==> config.mk <==
export PLATFORM = sky130hd
export DESIGN_NAME = switch_fabric_cfg_sequencer_flat
export DESIGN_NICKNAME = d
export VERILOG_FILES = /design/src/rtl/switch_fabric_cfg_sequencer_pkg.sv /design/src/rtl/switch_fabric_cfg_sequencer_if.sv /design/src/rtl/switch_fabric_cfg_sequencer_ctx_mem.sv /design/src/rtl/switch_fabric_cfg_sequencer.sv /design/src/flat_wrapper.sv
export SDC_FILE = /design/constraint.sdc
export NUM_CORES = 1
export LEC_CHECK = 0
export CAP_MARGIN = 25
export CORE_MARGIN = 2
export CORE_UTILIZATION = 25
export CTS_BUF_LIST = sky130_fd_sc_hd__clkbuf_8
export DETAILED_ROUTE_END_ITERATION = 16
export SYNTH_ARGS = -nofsm -noshare
export SYNTH_HDL_FRONTEND = slang
export SYNTH_SLANG_ARGS = --single-unit
==> constraint.sdc <==
create_clock -name clk -period 15.25 [get_ports clk]
set_clock_uncertainty 0.15 [all_clocks]
set_input_delay 3.8125 -clock clk [delete_from_list [all_inputs] [get_ports clk]]
set_output_delay 3.8125 -clock clk [all_outputs]
set_load 0.01 [all_outputs]
==> src/rtl/switch_fabric_cfg_sequencer_pkg.sv <==
// Shared types and helpers for the switch fabric context sequencer.
// Covers port indices, routing-word layout and nibble legality.
package sf_cfg_pkg;

  localparam int PORT_A     = 0;
  localparam int PORT_B     = 1;
  localparam int PORT_C     = 2;
  localparam int PORT_D     = 3;
  localparam int PORT_E     = 4;
  localparam int NUM_PORTS  = 5;
  localparam int SF_VEC_W   = 4;
  localparam int CTX_DATA_W = 20;

  typedef enum logic [1:0] {
    ST_IDLE,
    ST_RUN,
    ST_FINISH
  } sf_state_e;

  function automatic logic nibble_legal(
    input logic [SF_VEC_W-1:0] n
  );
    return ($countones(n) <= 1);
  endfunction

  function automatic logic [SF_VEC_W-1:0] port_field(
    input logic [CTX_DATA_W-1:0] w,
    input int                    p
  );
    return w[p*SF_VEC_W +: SF_VEC_W];
  endfunction

  function automatic logic word_legal(
    input logic [CTX_DATA_W-1:0] w
  );
    logic ok;
    ok = 1'b1;
    for (int p = 0; p < NUM_PORTS; p++)
      ok = ok & nibble_legal(port_field(w, p));
    return ok;
  endfunction

endpackage

==> src/rtl/switch_fabric_cfg_sequencer_if.sv <==
// Host-side bus of the context sequencer: table writes,
// sequence control, status and the fabric select vectors.
interface switch_fabric_cfg_sequencer_if
  import sf_cfg_pkg::*;
#(
  parameter int CTX_AW  = 3,
  parameter int DWELL_W = 8
);

  logic                  cfg_we;
  logic [CTX_AW-1:0]     cfg_addr;
  logic [CTX_DATA_W-1:0] cfg_data;
  logic [DWELL_W-1:0]    cfg_dwell;
  logic                  cfg_err;
  logic                  start;
  logic                  abort;
  logic [CTX_AW-1:0]     last_ctx;
  logic                  loop_en;
  logic                  busy;
  logic                  done;
  logic [CTX_AW-1:0]     cur_ctx;
  logic [SF_VEC_W-1:0]   sf_cfg_vecA;
  logic [SF_VEC_W-1:0]   sf_cfg_vecB;
  logic [SF_VEC_W-1:0]   sf_cfg_vecC;
  logic [SF_VEC_W-1:0]   sf_cfg_vecD;
  logic [SF_VEC_W-1:0]   sf_cfg_vecE;

  modport master (
    output cfg_we, cfg_addr, cfg_data, cfg_dwell,
    output start, abort, last_ctx, loop_en,
    input  cfg_err, busy, done, cur_ctx,
    input  sf_cfg_vecA, sf_cfg_vecB, sf_cfg_vecC,
    input  sf_cfg_vecD, sf_cfg_vecE
  );

  modport slave (
    input  cfg_we, cfg_addr, cfg_data, cfg_dwell,
    input  start, abort, last_ctx, loop_en,
    output cfg_err, busy, done, cur_ctx,
    output sf_cfg_vecA, sf_cfg_vecB, sf_cfg_vecC,
    output sf_cfg_vecD, sf_cfg_vecE
  );

endinterface

==> src/rtl/switch_fabric_cfg_sequencer_ctx_mem.sv <==
// Context table: routing word plus dwell per entry, cleared on
// reset, one write port and one combinational read port.
module sf_cfg_ctx_mem
  import sf_cfg_pkg::*;
#(
  parameter int NUM_CTX = 8,
  parameter int CTX_AW  = 3,
  parameter int DWELL_W = 8
) (
  input  logic                  clk,
  input  logic                  reset,
  input  logic                  i_we,
  input  logic [CTX_AW-1:0]     i_waddr,
  input  logic [CTX_DATA_W-1:0] i_wdata,
  input  logic [DWELL_W-1:0]    i_wdwell,
  input  logic [CTX_AW-1:0]     i_raddr,
  output logic [CTX_DATA_W-1:0] o_rdata,
  output logic [DWELL_W-1:0]    o_rdwell
);

  logic [CTX_DATA_W-1:0] r_data  [NUM_CTX];
  logic [DWELL_W-1:0]    r_dwell [NUM_CTX];

  always_ff @(posedge clk or posedge reset) begin
    if (reset) begin
      for (int i = 0; i < NUM_CTX; i++) begin
        r_data[i]  <= '0;
        r_dwell[i] <= '0;
      end
    end else if (i_we) begin
      r_data[i_waddr]  <= i_wdata;
      r_dwell[i_waddr] <= i_wdwell;
    end
  end

  // Read sees pre-write contents, so a same-cycle write never
  // leaks into the context being applied.
  assign o_rdata  = r_data[i_raddr];
  assign o_rdwell = r_dwell[i_raddr];

endmodule

==> src/rtl/switch_fabric_cfg_sequencer.sv <==
// Steps the fabric through stored routing contexts, holding
// each for dwell+1 cycles, optionally looping, then idles it.
module switch_fabric_cfg_sequencer
  import sf_cfg_pkg::*;
#(
  parameter int NUM_CTX = 8,
  parameter int CTX_AW  = 3,
  parameter int DWELL_W = 8
) (
  input  logic clk,
  input  logic reset,
  switch_fabric_cfg_sequencer_if.slave bus
);

  sf_state_e             r_state;
  sf_state_e             w_state_nxt;
  logic [CTX_DATA_W-1:0] r_vec;
  logic [CTX_DATA_W-1:0] w_vec_nxt;
  logic [DWELL_W-1:0]    r_cnt;
  logic [DWELL_W-1:0]    w_cnt_nxt;
  logic [CTX_AW-1:0]     r_cur;
  logic [CTX_AW-1:0]     w_cur_nxt;
  logic [CTX_AW-1:0]     r_last;
  logic [CTX_AW-1:0]     w_last_nxt;
  logic [CTX_AW-1:0]     w_rd_idx;
  logic                  w_apply;
  logic                  r_err;
  logic                  w_wr_legal;
  logic [CTX_DATA_W-1:0] w_rd_data;
  logic [DWELL_W-1:0]    w_rd_dwell;

  assign w_wr_legal = word_legal(bus.cfg_data);

  sf_cfg_ctx_mem #(
    .NUM_CTX (NUM_CTX),
    .CTX_AW  (CTX_AW),
    .DWELL_W (DWELL_W)
  ) u_mem (
    .clk      (clk),
    .reset    (reset),
    .i_we     (bus.cfg_we & w_wr_legal),
    .i_waddr  (bus.cfg_addr),
    .i_wdata  (bus.cfg_data),
    .i_wdwell (bus.cfg_dwell),
    .i_raddr  (w_rd_idx),
    .o_rdata  (w_rd_data),
    .o_rdwell (w_rd_dwell)
  );

  always_ff @(posedge clk or posedge reset) begin
    if (reset) begin
      r_state <= ST_IDLE;
      r_vec   <= '0;
      r_cnt   <= '0;
      r_cur   <= '0;
      r_last  <= '0;
      r_err   <= 1'b0;
    end else begin
      r_state <= w_state_nxt;
      r_vec   <= w_vec_nxt;
      r_cnt   <= w_cnt_nxt;
      r_cur   <= w_cur_nxt;
      r_last  <= w_last_nxt;
      r_err   <= bus.cfg_we & ~w_wr_legal;
    end
  end

  always_comb begin
    w_state_nxt = r_state;
    w_vec_nxt   = r_vec;
    w_cnt_nxt   = r_cnt;
    w_cur_nxt   = r_cur;
    w_last_nxt  = r_last;
    w_rd_idx    = '0;
    w_apply     = 1'b0;
    unique case (r_state)
      ST_IDLE: begin
        if (bus.start && !bus.abort) begin
          w_state_nxt = ST_RUN;
          w_last_nxt  = bus.last_ctx;
          w_apply     = 1'b1;
        end
      end
      ST_RUN: begin
        if (bus.abort) begin
          w_state_nxt = ST_IDLE;
          w_vec_nxt   = '0;
          w_cnt_nxt   = '0;
          w_cur_nxt   = '0;
        end else if (r_cnt != '0) begin
          w_cnt_nxt = r_cnt - 1'b1;
        end else if (r_cur < r_last) begin
          w_rd_idx = r_cur + 1'b1;
          w_apply  = 1'b1;
        end else if (bus.loop_en) begin
          w_apply = 1'b1;
        end else begin
          w_state_nxt = ST_FINISH;
          w_vec_nxt   = '0;
          w_cur_nxt   = '0;
        end
      end
      ST_FINISH: w_state_nxt = ST_IDLE;
      default:   w_state_nxt = ST_IDLE;
    endcase
    if (w_apply) begin
      w_vec_nxt = w_rd_data;
      w_cnt_nxt = w_rd_dwell;
      w_cur_nxt = w_rd_idx;
    end
  end

  assign bus.sf_cfg_vecA = port_field(r_vec, PORT_A);
  assign bus.sf_cfg_vecB = port_field(r_vec, PORT_B);
  assign bus.sf_cfg_vecC = port_field(r_vec, PORT_C);
  assign bus.sf_cfg_vecD = port_field(r_vec, PORT_D);
  assign bus.sf_cfg_vecE = port_field(r_vec, PORT_E);
  assign bus.busy        = (r_state == ST_RUN);
  assign bus.done        = (r_state == ST_FINISH);
  assign bus.cur_ctx     = r_cur;
  assign bus.cfg_err     = r_err;

endmodule

==> src/flat_wrapper.sv <==
// flat-port wrapper written by rule: the top's interface ports become plain ports
module switch_fabric_cfg_sequencer_flat import sf_cfg_pkg::*;
#(
  parameter int NUM_CTX = 8,
  parameter int CTX_AW  = 3,
  parameter int DWELL_W = 8
)
  (clk, reset, bus_cfg_we, bus_cfg_addr, bus_cfg_data, bus_cfg_dwell, bus_start, bus_abort, bus_last_ctx, bus_loop_en, bus_cfg_err, bus_busy, bus_done, bus_cur_ctx, bus_sf_cfg_vecA, bus_sf_cfg_vecB, bus_sf_cfg_vecC, bus_sf_cfg_vecD, bus_sf_cfg_vecE);
  switch_fabric_cfg_sequencer_if #(.CTX_AW(CTX_AW), .DWELL_W(DWELL_W)) bus_i ();
  input  logic clk;
  input  logic reset;
  input wire logic [$bits(bus_i.cfg_we)-1:0] bus_cfg_we;
  input wire logic [$bits(bus_i.cfg_addr)-1:0] bus_cfg_addr;
  input wire logic [$bits(bus_i.cfg_data)-1:0] bus_cfg_data;
  input wire logic [$bits(bus_i.cfg_dwell)-1:0] bus_cfg_dwell;
  input wire logic [$bits(bus_i.start)-1:0] bus_start;
  input wire logic [$bits(bus_i.abort)-1:0] bus_abort;
  input wire logic [$bits(bus_i.last_ctx)-1:0] bus_last_ctx;
  input wire logic [$bits(bus_i.loop_en)-1:0] bus_loop_en;
  output wire logic [$bits(bus_i.cfg_err)-1:0] bus_cfg_err;
  output wire logic [$bits(bus_i.busy)-1:0] bus_busy;
  output wire logic [$bits(bus_i.done)-1:0] bus_done;
  output wire logic [$bits(bus_i.cur_ctx)-1:0] bus_cur_ctx;
  output wire logic [$bits(bus_i.sf_cfg_vecA)-1:0] bus_sf_cfg_vecA;
  output wire logic [$bits(bus_i.sf_cfg_vecB)-1:0] bus_sf_cfg_vecB;
  output wire logic [$bits(bus_i.sf_cfg_vecC)-1:0] bus_sf_cfg_vecC;
  output wire logic [$bits(bus_i.sf_cfg_vecD)-1:0] bus_sf_cfg_vecD;
  output wire logic [$bits(bus_i.sf_cfg_vecE)-1:0] bus_sf_cfg_vecE;
  assign bus_i.cfg_we = bus_cfg_we;
  assign bus_i.cfg_addr = bus_cfg_addr;
  assign bus_i.cfg_data = bus_cfg_data;
  assign bus_i.cfg_dwell = bus_cfg_dwell;
  assign bus_i.start = bus_start;
  assign bus_i.abort = bus_abort;
  assign bus_i.last_ctx = bus_last_ctx;
  assign bus_i.loop_en = bus_loop_en;
  assign bus_cfg_err = bus_i.cfg_err;
  assign bus_busy = bus_i.busy;
  assign bus_done = bus_i.done;
  assign bus_cur_ctx = bus_i.cur_ctx;
  assign bus_sf_cfg_vecA = bus_i.sf_cfg_vecA;
  assign bus_sf_cfg_vecB = bus_i.sf_cfg_vecB;
  assign bus_sf_cfg_vecC = bus_i.sf_cfg_vecC;
  assign bus_sf_cfg_vecD = bus_i.sf_cfg_vecD;
  assign bus_sf_cfg_vecE = bus_i.sf_cfg_vecE;
  switch_fabric_cfg_sequencer #(.NUM_CTX(NUM_CTX), .CTX_AW(CTX_AW), .DWELL_W(DWELL_W)) u_core (.clk(clk), .reset(reset), .bus(bus_i));
endmodule
# Yosys cells after proc, flatten, opt, wreduce, memory -nomap -nowiden
# Cells that the tools add are included.
[classes]
reduce_logical = 11
addsub = 17
n_eq_ne = 9
order_cmp = 9
n_mux = 44
bitwise_logic = 9
[ops]
columns = ["op", "count"]
rows = [
  ["20-bit 2-to-1 mux", 9],
  ["32-bit adder", 5],
  ["160-bit bitwise mux", 1],
  ["32-bit by 2-bit less-or-equal comparator with 1-bit output (second input constant)", 5],
  ["64-bit bitwise mux", 1],
  ["20-bit binary-select mux with 3-bit select", 1],
  ["20-bit demux with 3-bit select", 1],
  ["8-bit 2-to-1 mux", 7],
  ["3-bit 2-to-1 mux", 10],
  ["8-bit binary-select mux with 3-bit select", 1],
  ["8-bit demux with 3-bit select", 1],
  ["1-bit by 1-bit adder with 2-bit output", 10],
  ["2-bit 2-to-1 mux", 5],
  ["3-bit by 2-bit inequality test with 1-bit output (second input constant)", 3],
  ["3-bit inequality test (second input constant)", 3],
  ["4-bit greater-or-equal comparator (second input constant)", 2],
  ["3-bit inverter with 4-bit output", 2],
  ["4-bit AND reduction", 2],
  ["8-bit nonzero test", 1],
  ["8-bit by 1-bit subtractor with 8-bit output (second input constant)", 1],
  ["1-bit AND", 6],
  ["1-bit 2-to-1 mux", 5],
  ["4-bit by 1-bit < comparator with 1-bit output (second input constant)", 1],
  ["2-bit case mux with 2 select lines", 1],
  ["13 further kinds", 15],
]
[totals]
word_cells = 121
output_inout_bits = 26
inputBits = 40
regBits = 261

# Depth between registers and ports, before layout
# Gate-level depths: netlist of run 1.
[depth]
ltp_word = 10
ltp_mapped = 12

# Hierarchy
# A second synthesis of run 1 with hierarchy kept.
[unflattened]
hier_cells = 771
hier_area_um2 = 12131.6
[by_module_without_submodules]
columns = ["module", "cells_per_inst", "area_each_um2", "seq_area_each_um2", "n_inst"]
rows = [
  ["sf_cfg_ctx_mem", 579, 10122.2, 5605.4, 1],
  ["switch_fabric_cfg_sequencer", 192, 2009.4, 925.9, 1],
]

# Least setup slack after synthesis of run 1
# OpenSTA, ideal clock, no wires.
[synth_path]
path_kind = "input to register"
from = "input bus_cfg_data[16]"
to = "register u_core.u_mem.r_data[79] (netlist name)"
stages = 10
setup_slack_ns = 8.653
n_path_buf = 2
t_arrival_ns = 6.323
required_time_ns = 14.975
cell_sequence = "ha_1 > ha_1 > fa_1 > nand4bb_1 > nor4_2 > nand3_1 > nor3b_1 > buf_2 > buf_4 > mux2_2"
[synth_between]
elab_chain_cells = 5
[synth_lines]
columns = ["element", "line_no", "text"]
rows = [
  ["start: declaration", "flat_wrapper.sv:14", "input wire logic [$bits(bus_i.cfg_data)-1:0] bus_cfg_data;"],
  ["1-bit by 1-bit adder with 2-bit output (implied by the code)", "switch_fabric_cfg_sequencer_pkg.sv:23", "return ($countones(n) <= 1);"],
  ["32-bit adder (implied by the code)", "switch_fabric_cfg_sequencer_pkg.sv:23", ""],
  ["32-bit by 2-bit less-or-equal comparator with 1-bit output", "switch_fabric_cfg_sequencer_pkg.sv:23", ""],
  ["1-bit AND", "switch_fabric_cfg_sequencer_pkg.sv:39", "ok = ok & nibble_legal(port_field(w, p));"],
  ["1-bit AND", "switch_fabric_cfg_sequencer.sv:41", ".i_we (bus.cfg_we & w_wr_legal),"],
  ["end signal: indexed assignment", "switch_fabric_cfg_sequencer_ctx_mem.sv:31", "r_data[i_waddr] <= i_wdata;"],
  ["end: declaration", "switch_fabric_cfg_sequencer_ctx_mem.sv:21", "logic [CTX_DATA_W-1:0] r_data [NUM_CTX];"],
]
# Every way passes these cells.
# A chain may end at the register's enable or synchronous reset.

# Worst setup path in the final report of run 1
[layout_path]
from = "input bus_cfg_data[14]"
to = "register u_core.u_mem.r_data[144] (netlist name)"
[layout_between]
elab_chain_cells = 6
[layout_lines]
columns = ["element", "line_no"]
rows = [
  ["1-bit by 1-bit adder with 2-bit output (implied by the code)", "switch_fabric_cfg_sequencer_pkg.sv:23"],
  ["32-bit adder (implied by the code)", "switch_fabric_cfg_sequencer_pkg.sv:23"],
  ["32-bit by 2-bit less-or-equal comparator with 1-bit output", "switch_fabric_cfg_sequencer_pkg.sv:23"],
  ["1-bit AND (2 in a row)", "switch_fabric_cfg_sequencer_pkg.sv:39"],
  ["1-bit AND", "switch_fabric_cfg_sequencer.sv:41"],
]
# Every way passes these cells.

==> results of run 1 <==
per-layer routing:
metal / vias to the layer above / track usage
li1: 3537 / -
met2: 136 / 0.1908
met1: 4020 / 0.1605
met5: - / 0
met3: 48 / 0.02852
met4: 6 / 0.02825
metrics by stage:
| stage | util | power (mW) | cell area, um^2 | instances |
|---|---|---|---|---|
| floorplan | - | 0.9570 | 12430 | 915 |
| global placement | 0.2798 | 1.028 | 13720 | 1606 |
| detailed placement | 0.2798 | 1.035 | 13720 | 1606 |
| CTS | 0.2964 | 1.635 | 14540 | 1677 |
| global route | 0.2984 | 1.693 | 14640 | 1681 |
| finish | 0.2985 | 1.612 | 14640 | 1682 |
logic make-up after synthesis:
group                      synth area share
muxes                                0.2836
xor gates and xnor gates           0.002819
buffers and inverters               0.03443
and+or+nand+nor                     0.05175
adders and majority gates           0.02718
DFF                                  0.5255
AOI/OAI and AO/OA                   0.07470
power by group:
group / internal [mW] / switching (mW)
Combinational: 0.110 / 0.106
Sequential: 0.765 / 0.0413
Clock: 0.319 / 0.270
final cells by class:
type,instances,area (um^2)
Fill cell,5055,34410
Sequential cell,261,6533
Multi-Input combinational cell,581,5510
Timing Repair Buffer,85,868.3
Tap cell,664,830.8
Clock buffer,55,757.0
Inverter,19,78.83
Clock inverter,16,60.06
Antenna cell,1,2.502
how the worst max path moves through the flow:
stage	startpoint	to	slack [ns]	cells after the start
global route	bus_cfg_data[15]	u_core.u_mem.r_data[144]	7.41	10
CTS	bus_cfg_data[15]	u_core.u_mem.r_data[144]	7.58	10
floorplan	reset	u_core.bus.cfg_err	4.10	1
global placement	bus_cfg_data[15]	u_core.u_mem.r_dwell[20]	7.04	11
detailed placement	bus_cfg_data[15]	u_core.u_mem.r_dwell[37]	6.99	11
finish	bus_cfg_data[14]	u_core.u_mem.r_data[144]	7.60	10
state kept, by name (all words and copies together) (netlist names):
signal                count
u_core.u_mem.r_dwell     64
u_core.r_cnt              8
u_core.r_last             3
u_core.r_state            2
u_core.bus.cur_ctx        3
u_core.r_vec             20
u_core.u_mem.r_data     160
u_core.bus.cfg_err        1
cells in the final DEF, fill, tap and decap left out, types with 6 or more instances in the layout:
cell type        instances
dfrtp_1                260
mux2_2                 223
mux2i_1                 99
clkdlybuf4s50_1         65
clkbuf_8                55
a211oi_1                43
inv_1                   34
nor2b_1                 27
nand2_1                 22
a221o_1                 20
ha_1                    19
nor2_1                  17
buf_4                   16
o21ai_0                 11
a21oi_1                  7
nor3_1                   6
o221ai_1                 6
==> results.py, run 1 <==
metrics = {
    "status": {
        "status": "completed",
    },
    "critical_path": {
        "critPathBufInv": 2,
        "worstPathCellList": "clkdlybuf4s50_1 > ha_1 > ha_1 > fa_1 > nand4bb_1 > nor4_2 > nand3_1 > nor3_2 > buf_4 > mux2_2",
        "start_kind": "primary input",
        "worstReg2RegStart": "u_core.bus.cur_ctx[0]",
        "rr_endpoint": "u_core.r_vec[15]",
        "r2r_setup_slack_ns": 11.31,
        "crit_arrival_ns": 7.92,
        "required_ns": 15.52,
        "endpoint_kind": "flip-flop",
        "crit_fanout": 21,
        "crit_family": "simple AND/OR/NAND/NOR gates",
        "crit_slowest_cell": "nor3_2",
        "critical_path_class": "in -> reg",
        "critical_path.most_common_cell": "ha_1",
        "crit_path_max_incr_delay_ns": 0.74,
        "worst_r2r_path_depth": 8,
    },
    "synthesis": {
        "synth_top_area_cell": "dfrtp_1",
        "ys_top_cells_by_area": "dfrtp_1, mux2_2, mux2i_1",
        "netlist_top_cells_count": "dfrtp_1, mux2_2, mux2i_1",
        "synthArstFlopShare": 1.000,
        "synth-edff-count": 0,
        "synth_nets": 979,
        "ys_warn_count": 0,
        "synth_seq_cells": 261,
        "synth_most_common_cell": "dfrtp_1",
        "syn-instance-count": 915,
        "syn_area_per_cell_um2": 13.58,
        "synth_top_area_frac": 0.5255,
        "synth_area_um2": 12430,
        "yosysUniqueCellTypes": 61,
        "ys.flop_type": "dfrtp_1",
        "ys_seq_area_frac": 0.5255,
    },
    "placement": {
        "dp_slack_ns": 6.989,
        "hpwl_mm": 18.58,
        "io_buffers": 65,
        "gp_congestion": 0.7358,
    },
    "routing": {
        "vias": 7747,
        "ant_nets": 0,
        "wl_mm": 30.05,
        "first_pass_iters": 4,
        "met3WireLength_mm": 1.420,
        "routed.top_layer": "met5",
        "wl_per_cell_um": 17.87,
        "route.met2.wl_mm": 14.11,
        "route.detailed.drc": 0,
        "drtIter0Drc": 406,
        "via_per_inst": 4.606,
        "wl_met1_mm": 13.98,
    },
    "sta": {
        "maxSlewViolCount": 0,
        "hold_ws_ns": 0.3448,
        "rsz0062_at_grt": "false",
        "relSlewSlack": 0.3757,
        "max_freq_mhz": 130.8,
        "worstMarginPinSlew_ns": 0.9331,
        "setup_viol": 0,
        "hold_viol_final": 0,
        "fin_tns_setup_ns": 0,
        "min_period_over_period": 0.5015,
        "fin_crit_ns": 7.648,
        "timing.final.ws_setup_ns": 7.602,
    },
    "cts": {
        "clockBufferDepth": 3,
        "cts_tree": "yes",
        "ctsResizeCount": 0,
        "root_buffer": "clkbuf_8",
        "cts_hold_buf": 0,
        "cts.sinks": 261,
        "clk_pin_slew_worst_paths_ns": 0.06,
        "clkLatencyLatePin_ns": 0.55,
        "post_cts_buffers": 0,
        "cts_buffers": 42,
        "cts_max_level": 2,
    },
    "floorplan": {
        "fp.dieH_um": 227.0,
        "start_util": 0.2534,
        "pin_count": 66,
        "chipWidth_um": 227.0,
        "dieArea_um2": 51510,
        "core_region_area_um2": 49050,
        "core.rowCount": 81,
    },
    "global_routing": {
        "grt_pass1_wl_mm": 47.06,
        "grt_max_degree": 138,
        "antenna_found_initial": 3,
        "grt_overflow": 0,
        "first_global_vias": 8109,
        "grtUsageTotal": 0.1184,
    },
    "power": {
        "leakage_nw": 6.876,
        "p_per_area_nw_per_um2": 110.1,
        "vdd_drop_max_v": 0.00005815,
    },
    "final_layout": {
        "syn2layout_area_growth_pct": 17.80,
        "drive_gt1_frac": 0.3127,
        "nets": 1054,
    },
    "job": {
        "cap_violations": 0,
    },
    "worst_hold_path": {
        "whs_path_depth": 1,
        "hold_end": "u_core.u_mem.r_dwell[48]",
        "hold_start": "u_core.u_mem.r_dwell[48]",
        "hp-class": "reg -> reg",
    },
}
Power figures use the tool's default switching activity.
==> inputs of run 2 (changes only) <==
clock period = 7.63 ns   (was 15.25 ns; I/O delays follow)
==> results.py, run 2 (synthesized netlist as in run 1, its figures left out) <==
metrics = {
    "status": {
        "status": "completed",
    },
    "cts": {
        "cts_tree": "yes",
        "clk_pin_slew_worst_paths_ns": 0.05,
        "ctsResizeCount": 0,
        "cts.sinks": 261,
        "cts_max_level": 2,
        "cts_hold_buf": 0,
        "clockBufferDepth": 3,
        "cts_buffers": 43,
        "clkLatencyLatePin_ns": 0.55,
        "root_buffer": "clkbuf_8",
        "post_cts_buffers": 0,
    },
    "floorplan": {
        "fp.dieH_um": 227.0,
        "start_util": 0.2534,
        "core_region_area_um2": 49050,
        "chipWidth_um": 227.0,
        "pin_count": 66,
        "core.rowCount": 81,
        "dieArea_um2": 51510,
    },
    "critical_path": {
        "rr_endpoint": "u_core.r_vec[10]",
        "worstReg2RegStart": "u_core.bus.cur_ctx[0]",
        "critical_path_class": "in -> reg",
        "crit_arrival_ns": 5.79,
        "crit_slowest_cell": "clkdlybuf4s50_1",
        "crit_fanout": 14,
        "critical_path.most_common_cell": "ha_1",
        "crit_path_max_incr_delay_ns": 0.72,
        "worstPathCellList": "clkdlybuf4s50_1 > ha_1 > ha_1 > fa_1 > nand4bb_1 > nor4_2 > nand3_1 > nor3_2 > buf_4 > mux2_2",
        "start_kind": "primary input",
        "endpoint_kind": "flip-flop",
        "r2r_setup_slack_ns": 3.68,
        "worst_r2r_path_depth": 8,
        "required_ns": 7.90,
    },
    "placement": {
        "gp_congestion": 0.7095,
        "dp_slack_ns": 1.531,
        "hpwl_mm": 18.19,
        "io_buffers": 65,
        "placement.cell_area_um2": 13750,
        "placed_cells": 1608,
    },
    "global_routing": {
        "global_route.usage.met1": 0.1687,
        "antenna_found_initial": 3,
        "grt_pass1_wl_mm": 46.75,
        "grt_overflow": 0,
        "grt_max_degree": 187,
        "use_met2": 0.1777,
        "top_usage_layer": "met2",
        "first_global_vias": 8027,
        "grtUsageTotal": 0.1165,
        "grtUsageMet3": 0.02491,
    },
    "worst_hold_path": {
        "hold_start": "u_core.u_mem.r_dwell[34]",
        "whs_path_depth": 1,
        "hold_end": "u_core.u_mem.r_dwell[34]",
        "hp-class": "reg -> reg",
    },
    "sta": {
        "maxSlewViolCount": 0,
        "fin_tns_setup_ns": 0,
        "timing.final.ws_setup_ns": 2.108,
        "fin_crit_ns": 5.522,
        "relSlewSlack": 0.2807,
        "hold_ws_ns": 0.3466,
        "rsz0062_at_grt": "false",
        "worstMarginPinSlew_ns": 1.079,
        "hold_viol_final": 0,
        "min_period_over_period": 0.7237,
        "setup_viol": 0,
        "max_freq_mhz": 181.1,
    },
    "final_layout": {
        "finalNonFillerCells": 1681,
        "drive_gt1_frac": 0.3186,
        "fin_util": 0.2981,
        "diodes": 0,
        "reg_top3": "u_core.u_mem.r_data: 160 flops, u_core.u_mem.r_dwell: 64 flops, u_core.r_vec: 20 flops",
        "largest_reg_flops": 160,
        "final_common_cell": "dfrtp_1",
        "final_cell_mix": "dfrtp_1, mux2_2, mux2i_1, clkdlybuf4s50_1, clkbuf_8",
        "syn2layout_area_growth_pct": 17.67,
        "nets": 1053,
        "design_area_um2": 14620,
        "regMostFlops": "u_core.u_mem.r_data",
    },
    "routing": {
        "route.detailed.drc": 0,
        "ant_nets": 0,
        "drtIter0Drc": 500,
        "first_pass_iters": 4,
        "wl_mm": 29.34,
        "vias": 7758,
        "via_per_inst": 4.615,
        "wl_per_cell_um": 17.45,
    },
    "power": {
        "leakage_nw": 6.856,
        "p_per_area_nw_per_um2": 224.5,
        "vdd_drop_max_v": 0.0001146,
        "total_power_mw": 3.283,
    },
    "job": {
        "cap_violations": 0,
    },
}
## run 2: changes by cell type in the layout (fill, tap and decap cells not counted), sizes merged
cell,change
inv,-7
clkinvlp,+1
bufinv,+1
clkbuf,+2
clkinv,+5
diode,-1
buf,-2
## run 2: layout make-up
cell class | instances | area [um^2]
clock buffer | 57 | 784.5
multi-input combinational | 581 | 5510
inverter | 19 | 75.07
tap | 664 | 830.8
clock inverter | 16 | 92.59
timing repair buffer | 83 | 798.3
fill | 5036 | 34430
sequential | 261 | 6533
## run 2: metal layers
layer  wire (um)  share of wire  vias to the layer above
met5          45         0.0015                        -
li1            -              -                     3533
met4         442          0.015                        6
met3        1421          0.048                       44
met2       13090           0.45                      143
met1       14340           0.49                     4032
## run 2: where the power goes
group	internal [mW]	switching [mW]	leakage, nW
clock network	0.697	0.551	0.497
logic	0.217	0.208	2.78
registers	1.53	0.0821	3.58
total	2.44	0.841	6.86
## run 2: worst max path at each step
stage | from | endpoint | slack [ns] | depth (start not counted)
finish | bus_cfg_data[15] | u_core.u_mem.r_dwell[58] | 2.11 | 10
global route | bus_cfg_data[15] | u_core.u_mem.r_data[150] | 1.93 | 10
CTS | bus_cfg_data[15] | u_core.u_mem.r_dwell[58] | 2.12 | 10
detailed placement | bus_cfg_data[15] | u_core.u_mem.r_dwell[61] | 1.53 | 10
global placement | bus_cfg_data[15] | u_core.u_mem.r_data[151] | 1.53 | 10
floorplan | reset | u_core.bus.cfg_err | 2.13 | 1
## run 2: worst max-delay path, delay by kind of cell
kind                       cells  cell delay (ns)
buffers and inverters          2             1.13
adders and majority gates      3             0.92
and+or+nand+nor                4             1.44
muxes                          1             0.37
==> inputs of run 3 (changes only) <==
clock period = 4.8 ns   (was 7.63 ns; I/O delays follow)
==> results.py, run 3 (synthesized netlist as in run 1, its figures left out) <==
metrics = {
    "cts": {
        "cts.sinks": 261,
        "cts_tree": "yes",
        "clockBufferDepth": 3,
        "root_buffer": "clkbuf_8",
        "cts_max_level": 2,
        "clk_pin_slew_worst_paths_ns": 0.06,
        "post_cts_buffers": 0,
        "cts_hold_buf": 0,
        "clkLatencyLatePin_ns": 0.57,
        "ctsResizeCount": 0,
        "cts_buffers": 44,
    },
    "placement": {
        "placement.cell_area_um2": 14150,
        "io_buffers": 65,
        "dp_slack_ns": -0.2164,
        "hpwl_mm": 19.87,
        "gp_congestion": 0.7685,
        "placed_cells": 1642,
    },
    "critical_path": {
        "worstReg2RegStart": "u_core.bus.cur_ctx[2]",
        "critical_path_class": "in -> reg",
        "crit_arrival_ns": 4.73,
        "endpoint_kind": "flip-flop",
        "critPathCapture": "u_core.u_mem.r_dwell[42]",
        "worst_r2r_path_depth": 8,
        "startpoint": "bus_cfg_data[18]",
        "start_kind": "primary input",
        "required_ns": 5.09,
        "r2r_setup_slack_ns": 1.47,
        "rr_endpoint": "u_core.r_vec[8]",
        "crit_fanout": 12,
    },
    "final_layout": {
        "fillCellCount": 5003,
        "final_cell_mix": "dfrtp_1, mux2_2, mux2i_1, clkdlybuf4s50_1, clkbuf_8",
        "design_area_um2": 15030,
        "reg_top3": "u_core.u_mem.r_data: 160 flops, u_core.u_mem.r_dwell: 64 flops, u_core.r_vec: 20 flops",
        "drive_gt1_frac": 0.3346,
        "final_common_cell": "dfrtp_1",
        "regMostFlops": "u_core.u_mem.r_data",
        "nets": 1088,
        "finalNonFillerCells": 1722,
        "diodes": 0,
        "syn2layout_area_growth_pct": 20.90,
        "largest_reg_flops": 160,
    },
    "global_routing": {
        "grt_pass1_wl_mm": 48.50,
        "grtUsageTotal": 0.1220,
        "first_global_vias": 8248,
        "antenna_found_initial": 2,
        "grt_max_degree": 87,
        "grt_overflow": 0,
    },
    "routing": {
        "route.detailed.drc": 0,
        "first_pass_iters": 4,
        "wl_mm": 31.04,
        "wl_per_cell_um": 18.03,
        "via_per_inst": 4.599,
        "ant_nets": 0,
        "drtIter0Drc": 369,
        "vias": 7919,
    },
    "floorplan": {
        "start_util": 0.2534,
        "fp.dieH_um": 227.0,
        "pin_count": 66,
        "core.rowCount": 81,
        "dieArea_um2": 51510,
        "core_region_area_um2": 49050,
        "chipWidth_um": 227.0,
    },
    "sta": {
        "max_freq_mhz": 225.0,
        "fin_crit_ns": 4.445,
        "worstMarginPinSlew_ns": 0.8283,
        "fin_tns_setup_ns": 0,
        "setup_viol": 0,
        "timing.final.ws_setup_ns": 0.3549,
        "relSlewSlack": 0.4478,
        "min_period_over_period": 0.9261,
        "maxSlewViolCount": 0,
        "hold_viol_final": 0,
        "rsz0062_at_grt": "false",
    },
    "power": {
        "power_frac_comb": 0.135,
        "total_power_mw": 5.252,
        "switching_share": 0.2653,
        "leakage_nw": 7.095,
        "clock_power_share": 0.377,
        "power_switching_mw": 1.393,
        "p_seq_frac": 0.488,
        "p_per_area_nw_per_um2": 349.5,
        "internal_power_mw": 3.858,
        "vdd_drop_max_v": 0.0001529,
    },
    "status": {
        "status": "completed",
    },
    "worst_hold_path": {
        "hp-class": "reg -> reg",
    },
    "job": {
        "cap_violations": 0,
    },
}
[run 3: worst min-delay path by stage]
stage,start,endpoint,slack [ns],depth (start not counted)
floorplan,u_core.u_mem.r_dwell[34],u_core.u_mem.r_dwell[34],0.32,1
global placement,u_core.u_mem.r_dwell[34],u_core.u_mem.r_dwell[34],0.33,1
detailed placement,u_core.u_mem.r_dwell[34],u_core.u_mem.r_dwell[34],0.33,1
CTS,u_core.u_mem.r_dwell[34],u_core.u_mem.r_dwell[34],0.35,1
global route,u_core.u_mem.r_data[12],u_core.u_mem.r_data[12],0.36,1
finish,u_core.u_mem.r_dwell[34],u_core.u_mem.r_dwell[34],0.35,1
[run 3: layout make-up]
type	instances	area, um^2	share of cell area
Timing Repair Buffer	117	1204	0.08011
Sequential cell	261	6533	0.4348
Tap cell	664	830.8	0.05529
Inverter	19	75.07	0.004996
Clock buffer	54	743.2	0.04946
Multi-Input combinational cell	581	5505	0.3664
Clock inverter	26	135.1	0.008993
[run 3: through the flow]
step / hold WS, ns / util
floorplan: 0.3212 / -
global route: 0.3560 / 0.3063
CTS: 0.3473 / 0.3063
finish: 0.3457 / 0.3063
global placement: 0.3288 / 0.2884
detailed placement: 0.3340 / 0.2884
[run 3: power by group through the flow]
stage          Sequential [mW]  Clock (mW)  Combinational, mW
2_1_floorplan             2.57           0              0.472
3_3_place_gp              2.59           0              0.698
3_5_place_dp              2.60           0              0.715
4_1_cts                   2.56        2.05              0.720
5_1_grt                   2.59        2.15              0.788
6_report                  2.56        1.98              0.709
[run 3: metal layers]
| layer | wire [um] | GRT usage | up-vias |
|---|---|---|---|
| li1 | - | - | 3610 |
| met2 | 14180 | 0.1936 | 157 |
| met5 | 21 | 0 | - |
| met4 | 525 | 0.03205 | 4 |
| met3 | 1517 | 0.02736 | 51 |
| met1 | 14800 | 0.1682 | 4097 |
[run 3: worst max-delay path, cell delays in order]
cell and delay, ns:
clkdlybuf4s50_1 0.69, ha_1 0.30, ha_1 0.20, fa_1 0.49, nand4bb_1 0.23, nor4_2 0.32
nand3_1 0.30, nor3b_2 0.33, buf_4 0.29, mux2_2 0.37
